$ cat src/rtl/rw_arbiter_locked_if.sv
// Bundle of the IF requester, MEM requester and shared rw-port signals.
// The slave modport is the arbiter; the master modport is the surrounding system.
interface rw_arbiter_locked_if #(
   parameter int RW_DATA_WIDTH  = 64,
   parameter int AXI_DATA_WIDTH = 64
);
   logic                      if_valid;
   logic                      if_req;
   logic [63:0]               if_addr;
   logic [1:0]                if_size;
   logic                      if_ready;
   logic [RW_DATA_WIDTH-1:0]  if_data_read;
   logic [1:0]                if_resp;

   logic                      mem_valid;
   logic                      mem_req;
   logic [63:0]               mem_addr;
   logic [1:0]                mem_size;
   logic [RW_DATA_WIDTH-1:0]  mem_data_write;
   logic                      mem_ready;
   logic [RW_DATA_WIDTH-1:0]  mem_data_read;
   logic [1:0]                mem_resp;

   logic                      rw_valid;
   logic                      rw_ready;
   logic                      rw_req;
   logic [AXI_DATA_WIDTH-1:0] rw_addr;
   logic [1:0]                rw_size;
   logic [RW_DATA_WIDTH-1:0]  data_write;
   logic [RW_DATA_WIDTH-1:0]  data_read;
   logic [1:0]                rw_resp;
   logic [3:0]                rw_id;

   modport slave (
      input  if_valid, if_req, if_addr, if_size,
      output if_ready, if_data_read, if_resp,
      input  mem_valid, mem_req, mem_addr, mem_size, mem_data_write,
      output mem_ready, mem_data_read, mem_resp,
      output rw_valid, rw_req, rw_addr, rw_size, data_write, rw_id,
      input  rw_ready, data_read, rw_resp
   );

   modport master (
      output if_valid, if_req, if_addr, if_size,
      input  if_ready, if_data_read, if_resp,
      output mem_valid, mem_req, mem_addr, mem_size, mem_data_write,
      input  mem_ready, mem_data_read, mem_resp,
      input  rw_valid, rw_req, rw_addr, rw_size, data_write, rw_id,
      output rw_ready, data_read, rw_resp
   );
endinterface

$ cat src/rtl/rw_arbiter_locked.sv
// Locking two-requester arbiter (IF, MEM) onto a single rw port, MEM-first with
// a bounded streak so a waiting IF request is never starved.
module rw_arbiter_locked #(
   parameter int  RW_DATA_WIDTH  = 64,
   parameter int  AXI_DATA_WIDTH = 64,
   parameter int  MAX_MEM_STREAK = 4,
   localparam int STREAK_W       = $clog2(MAX_MEM_STREAK + 1)
) (
   input  logic                clk,
   input  logic                rst_n,
   rw_arbiter_locked_if.slave  bus,
   output logic [1:0]          dbg_state,
   output logic [STREAK_W-1:0] dbg_streak
);

   // Handshake: a requester raises *_valid and holds its request until it sees a
   // one-cycle *_ready completion pulse. The arbiter holds rw_valid with stable
   // rw_* fields for the whole ownership; rw_ready is a one-cycle completion pulse
   // that releases the lock. rw_ready seen while idle is ignored.
   typedef enum logic [1:0] {
      IDLE    = 2'd0,
      OWN_IF  = 2'd1,
      OWN_MEM = 2'd2
   } state_e;

   localparam logic [STREAK_W-1:0] STREAK_MAX = STREAK_W'(MAX_MEM_STREAK);

   state_e                    state_q,  state_d;
   logic [STREAK_W-1:0]       streak_q, streak_d;
   logic                      req_q,    req_d;
   logic [AXI_DATA_WIDTH-1:0] addr_q,   addr_d;
   logic [1:0]                size_q,   size_d;
   logic [RW_DATA_WIDTH-1:0]  wdata_q,  wdata_d;

   always_comb begin
      state_d  = state_q;
      streak_d = streak_q;
      req_d    = req_q;
      addr_d   = addr_q;
      size_d   = size_q;
      wdata_d  = wdata_q;
      unique case (state_q)
         IDLE: begin
            if (bus.mem_valid && ((streak_q < STREAK_MAX) || !bus.if_valid)) begin
               state_d = OWN_MEM;
               req_d   = bus.mem_req;
               addr_d  = AXI_DATA_WIDTH'(bus.mem_addr);
               size_d  = bus.mem_size;
               wdata_d = bus.mem_data_write;
               // The streak only measures how long IF has been kept waiting.
               if (bus.if_valid && (streak_q != STREAK_MAX)) begin
                  streak_d = streak_q + STREAK_W'(1);
               end
            end else if (bus.if_valid) begin
               state_d  = OWN_IF;
               streak_d = '0;
               req_d    = bus.if_req;
               addr_d   = AXI_DATA_WIDTH'(bus.if_addr);
               size_d   = bus.if_size;
               wdata_d  = '0;
            end
         end
         OWN_IF, OWN_MEM: begin
            if (bus.rw_ready) begin
               state_d = IDLE;
            end
         end
         default: state_d = IDLE;
      endcase
   end

   always_ff @(posedge clk or negedge rst_n) begin
      if (!rst_n) begin
         state_q  <= IDLE;
         streak_q <= '0;
         req_q    <= 1'b0;
         addr_q   <= '0;
         size_q   <= '0;
         wdata_q  <= '0;
      end else begin
         state_q  <= state_d;
         streak_q <= streak_d;
         req_q    <= req_d;
         addr_q   <= addr_d;
         size_q   <= size_d;
         wdata_q  <= wdata_d;
      end
   end

   assign bus.rw_valid   = (state_q == OWN_IF) || (state_q == OWN_MEM);
   assign bus.rw_id      = (state_q == OWN_MEM) ? 4'h1 : 4'h0;
   assign bus.rw_req     = req_q;
   assign bus.rw_addr    = addr_q;
   assign bus.rw_size    = size_q;
   assign bus.data_write = wdata_q;

   assign bus.if_ready      = (state_q == OWN_IF)  && bus.rw_ready;
   assign bus.mem_ready     = (state_q == OWN_MEM) && bus.rw_ready;
   assign bus.if_data_read  = bus.data_read;
   assign bus.mem_data_read = bus.data_read;
   assign bus.if_resp       = bus.rw_resp;
   assign bus.mem_resp      = bus.rw_resp;

   assign dbg_state  = state_q;
   assign dbg_streak = streak_q;

endmodule

$ cat src/flat_wrapper.sv
// flat-port wrapper written by rule: the top's interface ports become plain ports
module rw_arbiter_locked_flat 
#(
   parameter int  RW_DATA_WIDTH  = 64,
   parameter int  AXI_DATA_WIDTH = 64,
   parameter int  MAX_MEM_STREAK = 4,
   localparam int STREAK_W       = $clog2(MAX_MEM_STREAK + 1)
)
  (clk, rst_n, dbg_state, dbg_streak, bus_if_valid, bus_if_req, bus_if_addr, bus_if_size, bus_if_ready, bus_if_data_read, bus_if_resp, bus_mem_valid, bus_mem_req, bus_mem_addr, bus_mem_size, bus_mem_data_write, bus_mem_ready, bus_mem_data_read, bus_mem_resp, bus_rw_valid, bus_rw_req, bus_rw_addr, bus_rw_size, bus_data_write, bus_rw_id, bus_rw_ready, bus_data_read, bus_rw_resp);
  rw_arbiter_locked_if #(.RW_DATA_WIDTH(RW_DATA_WIDTH), .AXI_DATA_WIDTH(AXI_DATA_WIDTH)) bus_i ();
  input  logic clk;
  input  logic rst_n;
  output logic [1:0] dbg_state;
  output logic [STREAK_W-1:0] dbg_streak;
  input wire logic [$bits(bus_i.if_valid)-1:0] bus_if_valid;
  input wire logic [$bits(bus_i.if_req)-1:0] bus_if_req;
  input wire logic [$bits(bus_i.if_addr)-1:0] bus_if_addr;
  input wire logic [$bits(bus_i.if_size)-1:0] bus_if_size;
  output wire logic [$bits(bus_i.if_ready)-1:0] bus_if_ready;
  output wire logic [$bits(bus_i.if_data_read)-1:0] bus_if_data_read;
  output wire logic [$bits(bus_i.if_resp)-1:0] bus_if_resp;
  input wire logic [$bits(bus_i.mem_valid)-1:0] bus_mem_valid;
  input wire logic [$bits(bus_i.mem_req)-1:0] bus_mem_req;
  input wire logic [$bits(bus_i.mem_addr)-1:0] bus_mem_addr;
  input wire logic [$bits(bus_i.mem_size)-1:0] bus_mem_size;
  input wire logic [$bits(bus_i.mem_data_write)-1:0] bus_mem_data_write;
  output wire logic [$bits(bus_i.mem_ready)-1:0] bus_mem_ready;
  output wire logic [$bits(bus_i.mem_data_read)-1:0] bus_mem_data_read;
  output wire logic [$bits(bus_i.mem_resp)-1:0] bus_mem_resp;
  output wire logic [$bits(bus_i.rw_valid)-1:0] bus_rw_valid;
  output wire logic [$bits(bus_i.rw_req)-1:0] bus_rw_req;
  output wire logic [$bits(bus_i.rw_addr)-1:0] bus_rw_addr;
  output wire logic [$bits(bus_i.rw_size)-1:0] bus_rw_size;
  output wire logic [$bits(bus_i.data_write)-1:0] bus_data_write;
  output wire logic [$bits(bus_i.rw_id)-1:0] bus_rw_id;
  input wire logic [$bits(bus_i.rw_ready)-1:0] bus_rw_ready;
  input wire logic [$bits(bus_i.data_read)-1:0] bus_data_read;
  input wire logic [$bits(bus_i.rw_resp)-1:0] bus_rw_resp;
  assign bus_i.if_valid = bus_if_valid;
  assign bus_i.if_req = bus_if_req;
  assign bus_i.if_addr = bus_if_addr;
  assign bus_i.if_size = bus_if_size;
  assign bus_if_ready = bus_i.if_ready;
  assign bus_if_data_read = bus_i.if_data_read;
  assign bus_if_resp = bus_i.if_resp;
  assign bus_i.mem_valid = bus_mem_valid;
  assign bus_i.mem_req = bus_mem_req;
  assign bus_i.mem_addr = bus_mem_addr;
  assign bus_i.mem_size = bus_mem_size;
  assign bus_i.mem_data_write = bus_mem_data_write;
  assign bus_mem_ready = bus_i.mem_ready;
  assign bus_mem_data_read = bus_i.mem_data_read;
  assign bus_mem_resp = bus_i.mem_resp;
  assign bus_rw_valid = bus_i.rw_valid;
  assign bus_rw_req = bus_i.rw_req;
  assign bus_rw_addr = bus_i.rw_addr;
  assign bus_rw_size = bus_i.rw_size;
  assign bus_data_write = bus_i.data_write;
  assign bus_rw_id = bus_i.rw_id;
  assign bus_i.rw_ready = bus_rw_ready;
  assign bus_i.data_read = bus_data_read;
  assign bus_i.rw_resp = bus_rw_resp;
  rw_arbiter_locked #(.RW_DATA_WIDTH(RW_DATA_WIDTH), .AXI_DATA_WIDTH(AXI_DATA_WIDTH), .MAX_MEM_STREAK(MAX_MEM_STREAK)) u_core (.clk(clk), .rst_n(rst_n), .bus(bus_i), .dbg_state(dbg_state), .dbg_streak(dbg_streak));
endmodule
$ cat config.mk
export PLATFORM = sky130hd
export DESIGN_NAME = rw_arbiter_locked_flat
export DESIGN_NICKNAME = d
export VERILOG_FILES = /design/src/rtl/rw_arbiter_locked_if.sv /design/src/rtl/rw_arbiter_locked.sv /design/src/flat_wrapper.sv
export SDC_FILE = /design/constraint.sdc
export NUM_CORES = 1
export LEC_CHECK = 0
export ABC_AREA = 1
export CORE_AREA = 2 2 211 213
export DETAILED_ROUTE_END_ITERATION = 16
export DIE_AREA = 0 0 213 215
export PLACE_DENSITY = 0.42
export SLEW_MARGIN = 10
export SYNTH_ARGS = -nofsm -noshare
export SYNTH_HDL_FRONTEND = slang
export SYNTH_SLANG_ARGS = --single-unit
$ cat constraint.sdc
create_clock -name clk -period 2.75 [get_ports clk]
set_clock_uncertainty 0.2 [all_clocks]
set_input_delay 0.4125 -clock clk [delete_from_list [all_inputs] [get_ports clk]]
set_output_delay 0.4125 -clock clk [all_outputs]
set_load 0.1 [all_outputs]
Yosys cells after proc, flatten, opt, wreduce, memory -nomap -nowiden
Cells that the tools add are included.
{"block": "op_classes", "reduce_logical": 13, "n_addsub": 1, "eq_ne": 6, "order_cmp": 1, "n_mux": 16}
{"operator": "64-bit 2-to-1 mux", "count": 4}
{"operator": "2-bit 2-to-1 mux", "count": 5}
{"operator": "3-bit 2-to-1 mux", "count": 3}
{"operator": "1-bit logical AND", "count": 4}
{"operator": "2-bit inequality test (second input constant)", "count": 2}
{"operator": "2-bit case mux with 2 select lines", "count": 1}
{"operator": "2-bit AND reduction", "count": 2}
{"operator": "3-bit by 1-bit adder with 3-bit output (second input constant)", "count": 1}
{"operator": "3-bit less-than comparator (second input constant)", "count": 1}
{"operator": "1-bit 2-to-1 mux", "count": 3}
{"operator": "3-bit by 2-bit inequality test with 1-bit output (second input constant)", "count": 1}
{"operator": "3-bit inequality test (second input constant)", "count": 1}
{"operator": "3-bit AND reduction", "count": 1}
{"operator": "2-bit by 1-bit equality test with 1-bit output (second input constant)", "count": 1}
{"operator": "2-bit equality test (second input constant)", "count": 1}
{"operator": "2-bit logical NOT", "count": 1}
{"operator": "1-bit logical OR", "count": 2}
{"operator": "2-bit nonzero test", "count": 1}
{"operator": "2-bit OR reduction", "count": 1}
{"operator": "1-bit logical NOT", "count": 1}
{"block": "word_totals", "out_inout_bits": 275, "in_bits": 269, "reg_bits": 136, "word_cells": 43}

Logic depth before layout (Yosys ltp)
{"block": "depth", "ltp_word": 5, "depth_mapped": 9, "depth_no_buf": 7}

Worst setup path after synthesis
Ideal clock, no wire load.
{"block": "synth_path", "kind": "reg2out", "start": "register u_core.state_q[1] (netlist: u_core.dbg_state[1])", "end": "output port bus_mem_ready", "arrival_ns": 2.618, "t_required_ns": 2.138, "path_buffers": 0, "path_slack_ns": -0.480, "path_stages_with_launch": 4, "cell_sequence": "dfrtp_1 -> ha_1 -> nand2_1 -> inv_1"}
{"block": "synth_via", "elab_chain_cells": 2}
{"item": "start: declaration", "line": "rw_arbiter_locked.sv:28", "rtl": "state_e state_q, state_d;"}
{"item": "start signal: assignment", "line": "rw_arbiter_locked.sv:81", "rtl": "state_q <= state_d;"}
{"item": "2-bit equality test", "line": "rw_arbiter_locked.sv:98", "rtl": "assign bus.mem_ready = (state_q == OWN_MEM) && bus.rw_ready;"}
{"item": "1-bit logical AND", "line": "rw_arbiter_locked.sv:98"}
{"item": "end: declaration", "line": "flat_wrapper.sv:27", "rtl": "output wire logic [$bits(bus_i.mem_ready)-1:0] bus_mem_ready;"}
No other way between the ends.

Worst setup path after layout
{"block": "layout_path", "start": "register u_core.state_q[0] (netlist: u_core.dbg_state[0])", "end": "output port bus_rw_valid"}
{"block": "layout_via", "elab_chain_cells": 2, "word_cells_on_any_way": 3, "classes_between": "eq/ne (2); reduce/logical (1)"}
{"item": "2-bit by 1-bit equality test with 1-bit output / 2-bit equality test (equally long branches)", "line": "rw_arbiter_locked.sv:90", "rtl": "assign bus.rw_valid = (state_q == OWN_IF) || (state_q == OWN_MEM);"}
{"item": "1-bit logical OR *", "line": "rw_arbiter_locked.sv:90"}
{"item": "end: declaration", "line": "flat_wrapper.sv:30", "rtl": "output wire logic [$bits(bus_i.rw_valid)-1:0] bus_rw_valid;"}
Mark *: on every way between the ends. The rest lies on a longest branch, timed or not.

==> key figures <==
Outcome
  • Run status: finished, final reports clean

Global routing
  • Leftover overflow at the end of global routing: 0
  • Global-route wire length before repair: 42.0 mm
  • Antenna violations before repair: 1
  • GRT Overall Usage: 12.2%
  • Pin count of the biggest net entering global routing: 83
  • Vias in the first global route: between 7,000 and 8,000

Detailed routing
  • Number of nets still failing antenna checks after routing: 0
  • Number of iterations in the first detailed-routing pass: 4
  • Vias per cell: 3.69
  • Detailed router's first-iteration violation count: between 300 and 400
  • Routed wire length per instance: 15.0 µm
  • Remaining routing DRC violations: 0
  • Final routed wirelength across all metal layers: roughly 27 mm
  • DR vias: between 6,000 and 7,000

Worst setup path
  • Data required time of the critical path: 2.14 ns
  • Critical path peak fanout: 4
  • Critical setup path kind: reg -> out
  • Startpoint of the most critical setup path: u_core.dbg_state[0]
  • Crit path arrival time: approximately 1.6 ns
  • Kind of capture point of the worst setup path: output pin
  • Reg2reg start: u_core.dbg_state[0]
  • Category of the worst setup path launch point: flip-flop

CTS
  • Insertion delay of the later-clocked pin in the worst-skew pair: ~0.43 ns
  • Number of H-tree levels: 4
  • Number of sinks driven by the clock tree: 136
  • Longest Clk Path Bufs: 2
  • TritonCTS clock tree: done
  • Post-CTS Resized: 0
  • Total clock buffers created by CTS: 17
  • Library cell used as clock root buffer: sky130_fd_sc_hd__clkbuf_16
  • Clock-pin slew on the worst setup and hold paths: 0.06 ns

Synthesis
  • Proportion of netlist area held by the largest area contributor: 44.9%
  • Primary FF master, synth: sky130_fd_sc_hd__dfrtp_1
  • Area contributors post-synth: sky130_fd_sc_hd__dfrtp_1 45%, sky130_fd_sc_hd__nand2_1 20%, sky130_fd_sc_hd__buf_4 14%
  • Total of flip-flops plus latches after synthesis: between 100 and 150
  • Share of flip-flops with an asynchronous set or reset: 100%
  • Synthesized area divided by synthesized cell count: approximately 7.4 µm²
  • Mapped cell area: 0.00758 mm²
  • Synthesized instance count: 1,025
  • Post-synthesis cell type with the largest combined area: sky130_fd_sc_hd__dfrtp_1
  • Most frequent cells after synthesis: 409 x sky130_fd_sc_hd__nand2_1, 144 x sky130_fd_sc_hd__inv_1, 140 x sky130_fd_sc_hd__buf_4
  • Cell with the most instances after synthesis: sky130_fd_sc_hd__nand2_1
  • Number of enable flip-flop cells after synthesis: 0
  • Unique cell type count in the Yosys netlist: 18
  • Syn. warnings: 0
  • Sequential fraction of the synthesis area: 44.9%

Cells and area
  • Post-synthesis to final-layout area growth: 47.1%
  • Nets@finish: 1,498
  • Share of cells above drive strength 1: 16.5%
  • Number of diodes: 0

Timing
  • Normalized max-slew margin: 60.5%
  • Worst-Margin Slew: 0.592 ns
  • Number of failing setup endpoints in the final timing report: 0
  • Setup repair after global routing missed its margin: no
  • Final Critical Period: 2.16 ns
  • Final Hold Viols: 0
  • Fin. max-slew vios: 0
  • Final Cycle Share: roughly four fifths
  • Max Freq: 463 MHz
  • Final setup TNS: 0 ns

Min path
  • Worst min-delay path startpoint: u_core.bus.rw_addr[47]
  • Class of the tightest hold or removal check: reg -> reg

Floorplan
  • Floorplan die area: 0.0458 mm²
  • Die boundary width: 213 µm
  • Std cell rows: 77
  • Initial core utilization: 17.4%
  • Die Ht: 215 µm
  • Total I/O pin count: 544
  • Floorplan Core Area: 0.0436 mm²

Placed design
  • HPWL reported at the end of detailed placement: approximately 20 mm
  • Final weighted congestion of routability-driven global placement: 0.801
  • Quantity of I/O buffers inserted on ports: 342

Job
  • Maxcap violations: 0
## flip-flops by register name, indices dropped and copies added, names as in the netlist
register               flops
u_core.dbg_state           2
u_core.bus.data_write     64
u_core.dbg_streak          3
u_core.bus.rw_size         2
u_core.bus.rw_addr        64
u_core.bus.rw_req          1
## path summary, 6_finish.rpt
check / end / slack [ns] / cells past startpoint
max: bus_rw_valid / 0.59 / 3
min: u_core.bus.rw_addr[47] / 0.28 / 2
max reg2reg: u_core.bus.rw_addr[0] / 0.70 / 7
min reg2reg: u_core.bus.rw_addr[47] / 0.28 / 2
max in group asynchronous: u_core.bus.data_write[44] / 1.52 / 3
min in group asynchronous: u_core.bus.rw_addr[17] / 0.33 / 3
## cell usage in the layout (no fill, tap or decap), types with 2 or more instances in the layout
cell type / Yosys / layout
sky130_fd_sc_hd__buf_12: 0 / 10
sky130_fd_sc_hd__buf_4: 140 / 150
sky130_fd_sc_hd__bufinv_16: 0 / 8
sky130_fd_sc_hd__clkbuf_16: 0 / 17
sky130_fd_sc_hd__clkbuf_8: 0 / 4
sky130_fd_sc_hd__clkdlybuf4s50_1: 0 / 200
sky130_fd_sc_hd__conb_1: 1 / 3
sky130_fd_sc_hd__dfrtp_1: 136 / 135
sky130_fd_sc_hd__ha_1: 5 / 4
sky130_fd_sc_hd__inv_1: 144 / 143
sky130_fd_sc_hd__nand2_1: 409 / 408
sky130_fd_sc_hd__nand3_1: 135 / 135
sky130_fd_sc_hd__nor2_4: 2 / 3
sky130_fd_sc_hd__o21ai_0: 2 / 2
## stage by stage
step / util [%] / cell area (µm²) / setup slack, ns / hold slack [ns] / instances
6_report: 25.6 / 11200 / 0.592 / 0.276 / 1829
5_1_grt: 25.6 / 11200 / 0.494 / 0.275 / 1829
4_1_cts: 25.6 / 11200 / 0.521 / 0.271 / 1829
3_5_place_dp: 23.8 / 10400 / 0.437 / 0.236 / 1796
3_3_place_gp: 23.8 / 10400 / 0.476 / 0.234 / 1796
2_1_floorplan: - / 7600 / 0.0321 / -0.0831 / 1027
## timing repair
item                                   CTS  global route
endpoints found under the hold margin  136             0
setup buffers                            0             0
hold buffers                             1             0
## worst max-delay path, cell delays in order, from the launching register on
cell	delay [ns]
sky130_fd_sc_hd__dfrtp_1	0.42
sky130_fd_sc_hd__inv_1	0.10
sky130_fd_sc_hd__ha_1	0.30
sky130_fd_sc_hd__buf_4	0.29
## logic make-up after synthesis
logic type | synth area share (%)
AO/OA/AOI/OAI | 0.215
adder cells (fa/ha/maj) | 0.825
buffers and inverters | 24.4
flip-flops | 44.9
other | 0.0494
AND/OR/NAND/NOR | 29.7
## metal layers
| layer | GRT usage (%) | vias up | wire length (µm) |
|---|---|---|---|
| li1 | - | 3311 | - |
| met2 | 19.6 | 269 | 12500 |
| met3 | 5.00 | 69 | 2460 |
| met5 | 0 | - | 13 |
| met1 | 14.3 | 3089 | 11600 |
| met4 | 5.08 | 2 | 803 |
## final cells by class
cell class / count / area [µm²]
clock buffers: 21 / 480
clock inverters: 11 / 263
multi-input cells: 560 / 2350
well taps: 592 / 741
repair buffers: 363 / 3350
flip-flops and latches: 136 / 3400
fillers: 4856 / 32500
inverters: 146 / 554
Power is not shown: default switching activity piles up to over one toggle a cycle in this logic, so the estimate is an artifact.
